<file path="src/rtl/id_ex_stage.sv">
// Decode-to-execute stage: a 2-entry skid buffer (HEAD/SKID) feeding the ALU, with operand forwarding.
// Optional feature macro: ID_EX_FWD_EN enables EX/MEM and MEM/WB forwarding with per-cycle capture.
module id_ex_stage #(
    parameter int unsigned XLEN  = 32,
    parameter int unsigned RADDR = 5
) (
    input  logic             clk,
    input  logic             reset,
    input  logic             flush,
    input  logic             in_valid,
    output logic             in_ready,
    input  logic [XLEN-1:0]  in_pc,
    input  logic [XLEN-1:0]  in_rs1_data,
    input  logic [XLEN-1:0]  in_rs2_data,
    input  logic [XLEN-1:0]  in_imm,
    input  logic [RADDR-1:0] in_rs1,
    input  logic [RADDR-1:0] in_rs2,
    input  logic [RADDR-1:0] in_rd,
    input  logic [3:0]       in_alu_ctrl,
    input  logic             in_a_pc,
    input  logic             in_b_imm,
    input  logic             in_reg_write,
    input  logic             in_mem_read,
    input  logic             in_mem_write,
    input  logic [RADDR-1:0] exm_rd,
    input  logic             exm_reg_write,
    input  logic [XLEN-1:0]  exm_result,
    input  logic [RADDR-1:0] mwb_rd,
    input  logic             mwb_reg_write,
    input  logic [XLEN-1:0]  mwb_result,
    output logic             out_valid,
    input  logic             out_ready,
    output logic [XLEN-1:0]  alu_a,
    output logic [XLEN-1:0]  alu_b,
    output logic [3:0]       alu_ctrl,
    output logic [XLEN-1:0]  store_data,
    output logic [RADDR-1:0] out_rd,
    output logic             out_reg_write,
    output logic             out_mem_read,
    output logic             out_mem_write
);

    typedef struct packed {
        logic [XLEN-1:0]  pc;
        logic [XLEN-1:0]  rs1_data;
        logic [XLEN-1:0]  rs2_data;
        logic [XLEN-1:0]  imm;
        logic [RADDR-1:0] rs1;
        logic [RADDR-1:0] rs2;
        logic [RADDR-1:0] rd;
        logic [3:0]       alu_ctrl;
        logic             a_pc;
        logic             b_imm;
        logic             reg_write;
        logic             mem_read;
        logic             mem_write;
    } entry_t;

    typedef enum logic [1:0] {
        S_EMPTY = 2'd0,
        S_ONE   = 2'd1,
        S_TWO   = 2'd2
    } state_t;

    state_t state, state_nx;
    entry_t head, skid, head_nx, skid_nx;
    entry_t head_cap, skid_cap, in_entry, in_cap;
    logic   acc, pop;

`ifdef ID_EX_FWD_EN
    // EX/MEM has priority over MEM/WB; x0 is never forwarded.
    function automatic logic [XLEN-1:0] fwd(input logic [RADDR-1:0] src,
                                            input logic [XLEN-1:0]  stored);
        logic [XLEN-1:0] r;
        r = stored;
        if (src != '0) begin
            if (exm_reg_write && (exm_rd == src))
                r = exm_result;
            else if (mwb_reg_write && (mwb_rd == src))
                r = mwb_result;
        end
        return r;
    endfunction
`else
    logic unused_fwd;
    assign unused_fwd = ^{exm_rd, exm_reg_write, exm_result,
                          mwb_rd, mwb_reg_write, mwb_result, head.rs1, head.rs2};
`endif

    // Replace stored operand data with the currently forwarded value.
    function automatic entry_t capture(input entry_t e);
        entry_t r;
        r = e;
`ifdef ID_EX_FWD_EN
        r.rs1_data = fwd(e.rs1, e.rs1_data);
        r.rs2_data = fwd(e.rs2, e.rs2_data);
`endif
        return r;
    endfunction

    always_comb begin
        in_entry           = '0;
        in_entry.pc        = in_pc;
        in_entry.rs1_data  = in_rs1_data;
        in_entry.rs2_data  = in_rs2_data;
        in_entry.imm       = in_imm;
        in_entry.rs1       = in_rs1;
        in_entry.rs2       = in_rs2;
        in_entry.rd        = in_rd;
        in_entry.alu_ctrl  = in_alu_ctrl;
        in_entry.a_pc      = in_a_pc;
        in_entry.b_imm     = in_b_imm;
        in_entry.reg_write = in_reg_write;
        in_entry.mem_read  = in_mem_read;
        in_entry.mem_write = in_mem_write;
    end

    assign in_cap   = capture(in_entry);
    assign head_cap = capture(head);
    assign skid_cap = capture(skid);

    assign acc = in_valid & in_ready;
    assign pop = (state != S_EMPTY) & out_ready;

    // State register, entry storage and registered in_ready.
    always_ff @(posedge clk) begin
        if (reset) begin
            state    <= S_EMPTY;
            in_ready <= 1'b0;
            head     <= '0;
            skid     <= '0;
        end else begin
            state    <= state_nx;
            in_ready <= (state_nx != S_TWO);
            head     <= head_nx;
            skid     <= skid_nx;
        end
    end

    // Next state and next entry contents; valid entries recapture forwarded data every cycle.
    always_comb begin
        state_nx = state;
        head_nx  = head;
        skid_nx  = skid;
        case (state)
            S_EMPTY: begin
                if (acc) begin
                    state_nx = S_ONE;
                    head_nx  = in_cap;
                end
            end
            S_ONE: begin
                head_nx = head_cap;
                if (acc && pop) begin
                    head_nx = in_cap;
                end else if (acc) begin
                    state_nx = S_TWO;
                    skid_nx  = in_cap;
                end else if (pop) begin
                    state_nx = S_EMPTY;
                end
            end
            S_TWO: begin
                head_nx = head_cap;
                skid_nx = skid_cap;
                if (pop) begin
                    state_nx = S_ONE;
                    head_nx  = skid_cap;
                end
            end
            default: state_nx = S_EMPTY;
        endcase
        if (flush)
            state_nx = S_EMPTY;
    end

    // Head-driven outputs; downstream controls are gated when nothing is valid.
    always_comb begin
        out_valid     = (state != S_EMPTY);
        alu_a         = head.a_pc ? head.pc : head_cap.rs1_data;
        alu_b         = head.b_imm ? head.imm : head_cap.rs2_data;
        alu_ctrl      = head.alu_ctrl;
        store_data    = head_cap.rs2_data;
        out_rd        = head.rd;
        out_reg_write = out_valid & head.reg_write;
        out_mem_read  = out_valid & head.mem_read;
        out_mem_write = out_valid & head.mem_write;
    end

endmodule

</file>
<file path="config.mk">
export PLATFORM = sky130hd
export DESIGN_NAME = id_ex_stage
export DESIGN_NICKNAME = d
export VERILOG_FILES = /design/src/rtl/id_ex_stage.sv
export SDC_FILE = /design/constraint.sdc
export NUM_CORES = 1
export LEC_CHECK = 0
export ABC_AREA = 0
export CELL_PAD_IN_SITES_DETAIL_PLACEMENT = 1
export CELL_PAD_IN_SITES_GLOBAL_PLACEMENT = 2
export CORE_UTILIZATION = 30
export DETAILED_ROUTE_END_ITERATION = 12
export PLACE_DENSITY = 0.95
export RECOVER_POWER = 25
export SKIP_CTS_REPAIR_TIMING = 1
export SLEW_MARGIN = 10
export SYNTH_ARGS = -nofsm -noshare
export SYNTH_HDL_FRONTEND = slang
export SYNTH_SLANG_ARGS = --single-unit
export TNS_END_PERCENT = 50
</file>
<file path="constraint.sdc">
create_clock -name clk -period 2.65 [get_ports clk]
set_input_delay 0.6625 -clock clk [delete_from_list [all_inputs] [get_ports clk]]
set_output_delay 0.6625 -clock clk [all_outputs]
set_load 0.1 [all_outputs]
</file>
# After elaboration in Yosys (flattened, before gate mapping)

Index checks and enable logic that the tools add are counted.
Widths: inputs -> output; s select.

Bits in latches: 0
Register bits: 297
Memories kept: 0
Bits of input ports: 233
Logic and storage cells: 57
Bits in writable memories: 0
Memory bits (read-only): 0

Divide/modulo/power cells: 0
Eq/ne operators: 6
$lt $le $gt $ge: 0
Reductions and logical operators: 6
Add/subtract/negate cells: 0
Bitwise gates (word level): 6
Shifts and indexed selects: 0
Multiply operators: 0
Multiplexer cells: 13

Operators by type and width:

| kind               | count |
|---|---|
| $mux 152           | 3 |
| $pmux 152 s3       | 1 |
| $mux 32            | 2 |
| $mux 2             | 6 |
| $ne 2x2->1 const B | 4 |
| $pmux 2 s3         | 1 |
| $and 1x1->1        | 5 |
| $reduce_and 4->1   | 1 |
| $reduce_and 3->1   | 1 |
| $reduce_bool 3->1  | 1 |
| $eq 2x1->1 const B | 1 |
| $eq 2x2->1 const B | 1 |
| $logic_not 2->1    | 1 |
| $reduce_bool 2->1  | 1 |
| $logic_and 1x1->1  | 1 |
| $not 1->1          | 1 |

# Longest topological paths before layout

Gate-level depths: netlist (run 1).

Depth after elaboration: 8
Gate-level depth with buffers: 7

# Least setup slack after synthesis (run 1)

No wires, ideal clock.

Path type: register -> output
Start point: reg state[1]
End point: out out_mem_read
Data required time: 1,987 ps
Path buffers: 1
Slack: 202 ps
Arrival time: 1,785 ps
Cell stages (with the launch flop): 4
Cells stage by stage: dfxtp_1 -> or2_0 -> buf_2 -> and2_1

Cells in the longest elaborated chain, start to end: 2

Ends and longest elaborated chain:

| element                  | RTL line | text |
|---|---|---|
| start: declaration       | 65       | `state_t state, state_nx;` |
| start signal: assignment | 133      | `state <= state_nx;` |
| $reduce_bool 2->1        | 179      | `out_valid = (state != S_EMPTY);` |
| via out_valid            | 31       | `output logic out_valid,` |
| $and 1x1->1              | 186      | `out_mem_read = out_valid & head.mem_read;` |
| end: declaration         | 39       | `output logic out_mem_read,` |

The timed path passes the listed nets, and every way through them passes these cells.

# Worst setup path in the final report (run 1)

Start point: reg head[4] in the netlist's numbering
End point: out alu_a[6]

Cells in the longest elaborated chain, start to end: 1

Ends and longest elaborated chain:

| element                  | RTL line | text |
|---|---|---|
| start: declaration       | 66       | `entry_t head, skid, head_nx, skid_nx;` |
| start signal: assignment | 135      | `head <= head_nx;` |
| $mux 32                  | 180      | `alu_a = head.a_pc ? head.pc : head_cap.rs1_data;` |
| end: declaration         | 33       | `output logic [XLEN-1:0] alu_a,` |

Every way passes these cells.

==> impl_metrics.yaml, run 1 <==
timing:
  slew_viol_final: 0
  whs_ns: 0.452
  worst_slew_pin_slew_ns: 0.952
  hold_viol: 0
  period_needed_ns: 2.43
  rsz0062_at_grt: "no"
  tns_ns: 0
  maxSlewHeadroom_pct: 36.6
  period_share_pct: 91.7
  max_freq_mhz: 412
  final-setup-viol-count: 0
  finClkSkew_ns: 0.0217
finish:
  multiInputGateArea_sq_um: 5660
  seqCellArea_sq_um: 5750
  utilization_pct: 42.1
  n_fill_cell: 4547
  nNetsFinal: 1780
  drive_gt1_share_pct: 16.8
  area_growth_pct: 37.5
pwr:
  power.density_nw_per_um2: 750
  p_leak_nw: 7.04
  ir_drop_uv: 483
setup_path:
  critical_path_arrival_ns: 1.77
  r2r_start: "state[0]"
  cp.required_ns: 1.99
  rrSetupSlack_ns: 0.34
  rr_worst_depth: 4
  r2r_end: "head[52]"
  critPathCaptureType: "output port"
  path_class: "register to output port"
  cp_max_fo: 33
  start_kind: "register"
synthesis:
  synth-compound-area-share_pct: 14.7
  yosys.area_share.adder_pct: 0
  yosysUniqueCellTypes: 24
  ys_top_cells_by_area: "dfxtp_1, mux2i_1, nand2_1, a211oi_1, mux2_2"
  muxShareOfSynthArea_pct: 17.4
  synth.top_cell.area_share_pct: 46.8
  synth_xor_area_share_pct: 0.0713
  netlist_instances: 1382
  synth_area_sq_um: 12300
  async_flop_share_pct: 0
  ys_seq_area_share_pct: 46.8
  yosysMostFrequentCell: "dfxtp_1"
  syn-num-nets: 1615
  synth_seq_cells: 287
  synth_top_family_by_area: "multiplexers"
  synth_edf_count: 0
  synthFlopType: "dfxtp_1"
  ys_warn_count: 0
  synth_top_cell_by_area: "dfxtp_1"
  netlist_top_cells_count: "dfxtp_1, nand2_1, nor2_1"
  synthSimpleGateAreaFrac_pct: 13.8
  syn_area_per_cell_sq_um: 8.89
detailed_routing:
  vias: 10400
  wl_per_cell_um: 17.6
  routed_wl_um: 37000
  drtAntennaViolNets: 0
  drcViolationCount: 0
  viasPerCell: 4.94
  dr.first_iter.drc_count: 375
  first_pass_iters: 4
cts:
  cts_tree: "built"
  clock-root-buffer: "clkbuf_16"
  clk_latency_ns: 0.54
  htreeDepth: 2
  numCtsBuffers: 35
  clkSinkCount: 287
  clk_pin_slew_ns: 0.06
  clock_path_buffers: 3
status:
  status: "finished, final reports clean"
grt:
  grt_max_degree: 101
  antenna_found_initial: 4
  grt_pass1_vias: 10900
  track_usage_pct: 17.6
  overflow: 0
  grt_pass1_wl_um: 58100
placed_design:
  place.gp.congestion: 0.775
  post-dp-hpwl_um: 24200
  port_buffers: 256
floorplan:
  rows: 73
  ios: 343
  start_util_pct: 30.6
  die_y_um: 204
  placeableCoreArea_sq_um: 40100
  die_w_um: 204
  die_area_sq_um: 41800
worst_hold_path:
  worstHoldStart: "skid[68]"
  hold_path.class: "register to register"
  hold_end: "skid[68]"
  holdPathStages: 2
flow_run:
  cap_violations: 0
routing by layer:
| metal | vias to the layer above | part of all wire (%) | GRT usage, % |
|---|---|---|---|
| li1 | 5039 | - | - |
| met1 | 5055 | 42 | 20.1 |
| met2 | 224 | 49 | 31.1 |
| met3 | 52 | 6.8 | 5.02 |
| met4 | 4 | 2.1 | 5.78 |
| met5 | - | 0.087 | 0 |
critical path, stage by stage (launching register included):
cell	delay [ns]
dfxtp_1	0.36
buf_12	0.23
mux2_2	0.42
buf_12	0.18
final cells by class:
cell class,instances,area share (%)
antenna,2,0.0296
sequential,287,34.0
clock inverter,9,1.12
timing repair buffer,288,21.2
multi-input combinational,935,33.5
clock buffer,54,6.27
tap,525,3.89
where the power goes:
group / internal (mW) / leakage, nW / switching [mW] / total (mW)
logic: 0.993 / 4.09 / 1.86 / 2.85
clock network: 3.25 / 0.609 / 1.93 / 5.18
registers: 4.52 / 2.34 / 0.126 / 4.64
cell usage in the layout (no fill, tap or decap), types with 2 or more instances in the layout:
cell	Yosys	routed
a211oi_1	142	142
a21oi_1	142	142
and2_1	3	3
buf_12	0	88
buf_4	53	28
bufinv_16	0	5
clkbuf_1	53	9
clkbuf_16	0	36
clkbuf_2	0	24
clkbuf_8	0	9
clkdlybuf4s50_1	0	144
dfxtp_1	287	287
diode_2	0	2
mux2_2	64	64
mux2i_1	142	142
nand2_1	285	285
nand4b_1	2	2
nor2_1	143	143
how the worst max path moves through the flow:
stage              from              to  slack (ns)
4_1_cts        state[1]   out_mem_write       -0.20
3_3_place_gp   in_valid  store_data[19]        0.16
6_report        head[4]        alu_a[6]        0.22
3_5_place_dp   in_valid        head[52]        0.06
2_1_floorplan  state[1]    out_mem_read        0.20
5_1_grt        in_valid        head[46]        0.14
per-stage QoR:
step           area (sq um)  power [mW]  cells  setup slack, ns
4_1_cts               17000        12.9   2098           -0.202
3_5_place_dp          15700        7.62   2035           0.0579
6_report              16900        12.7   2100            0.220
3_3_place_gp          15700        7.57   2035            0.159
2_1_floorplan         12300        6.62   1382            0.202
5_1_grt               16900        13.1   2099            0.142
sequential cells by signal, indices dropped and copies added (netlist names):
register,cells
alu_ctrl,4
head,101
in_ready,1
out_rd,5
skid,142
state,2
store_data,32
cells by family (layout without fill, tap and decap cells):
group	count (synthesis)	after routing
AND/OR/NAND/NOR	441	441
AO/OA/AOI/OAI	287	287
flip-flops	287	287
multiplexers	206	206
buffers and inverters	160	351
XOR/XNOR	1	1
other	0	2
No activity file was read; power rests on OpenSTA's default activity.
==> inputs of run 2 (changes only) <==
- HOLD_SLACK_MARGIN: not set -> 0.05
==> results of run 2 <==
No change in the layout: final DEF, timing and power equal those of run 1.
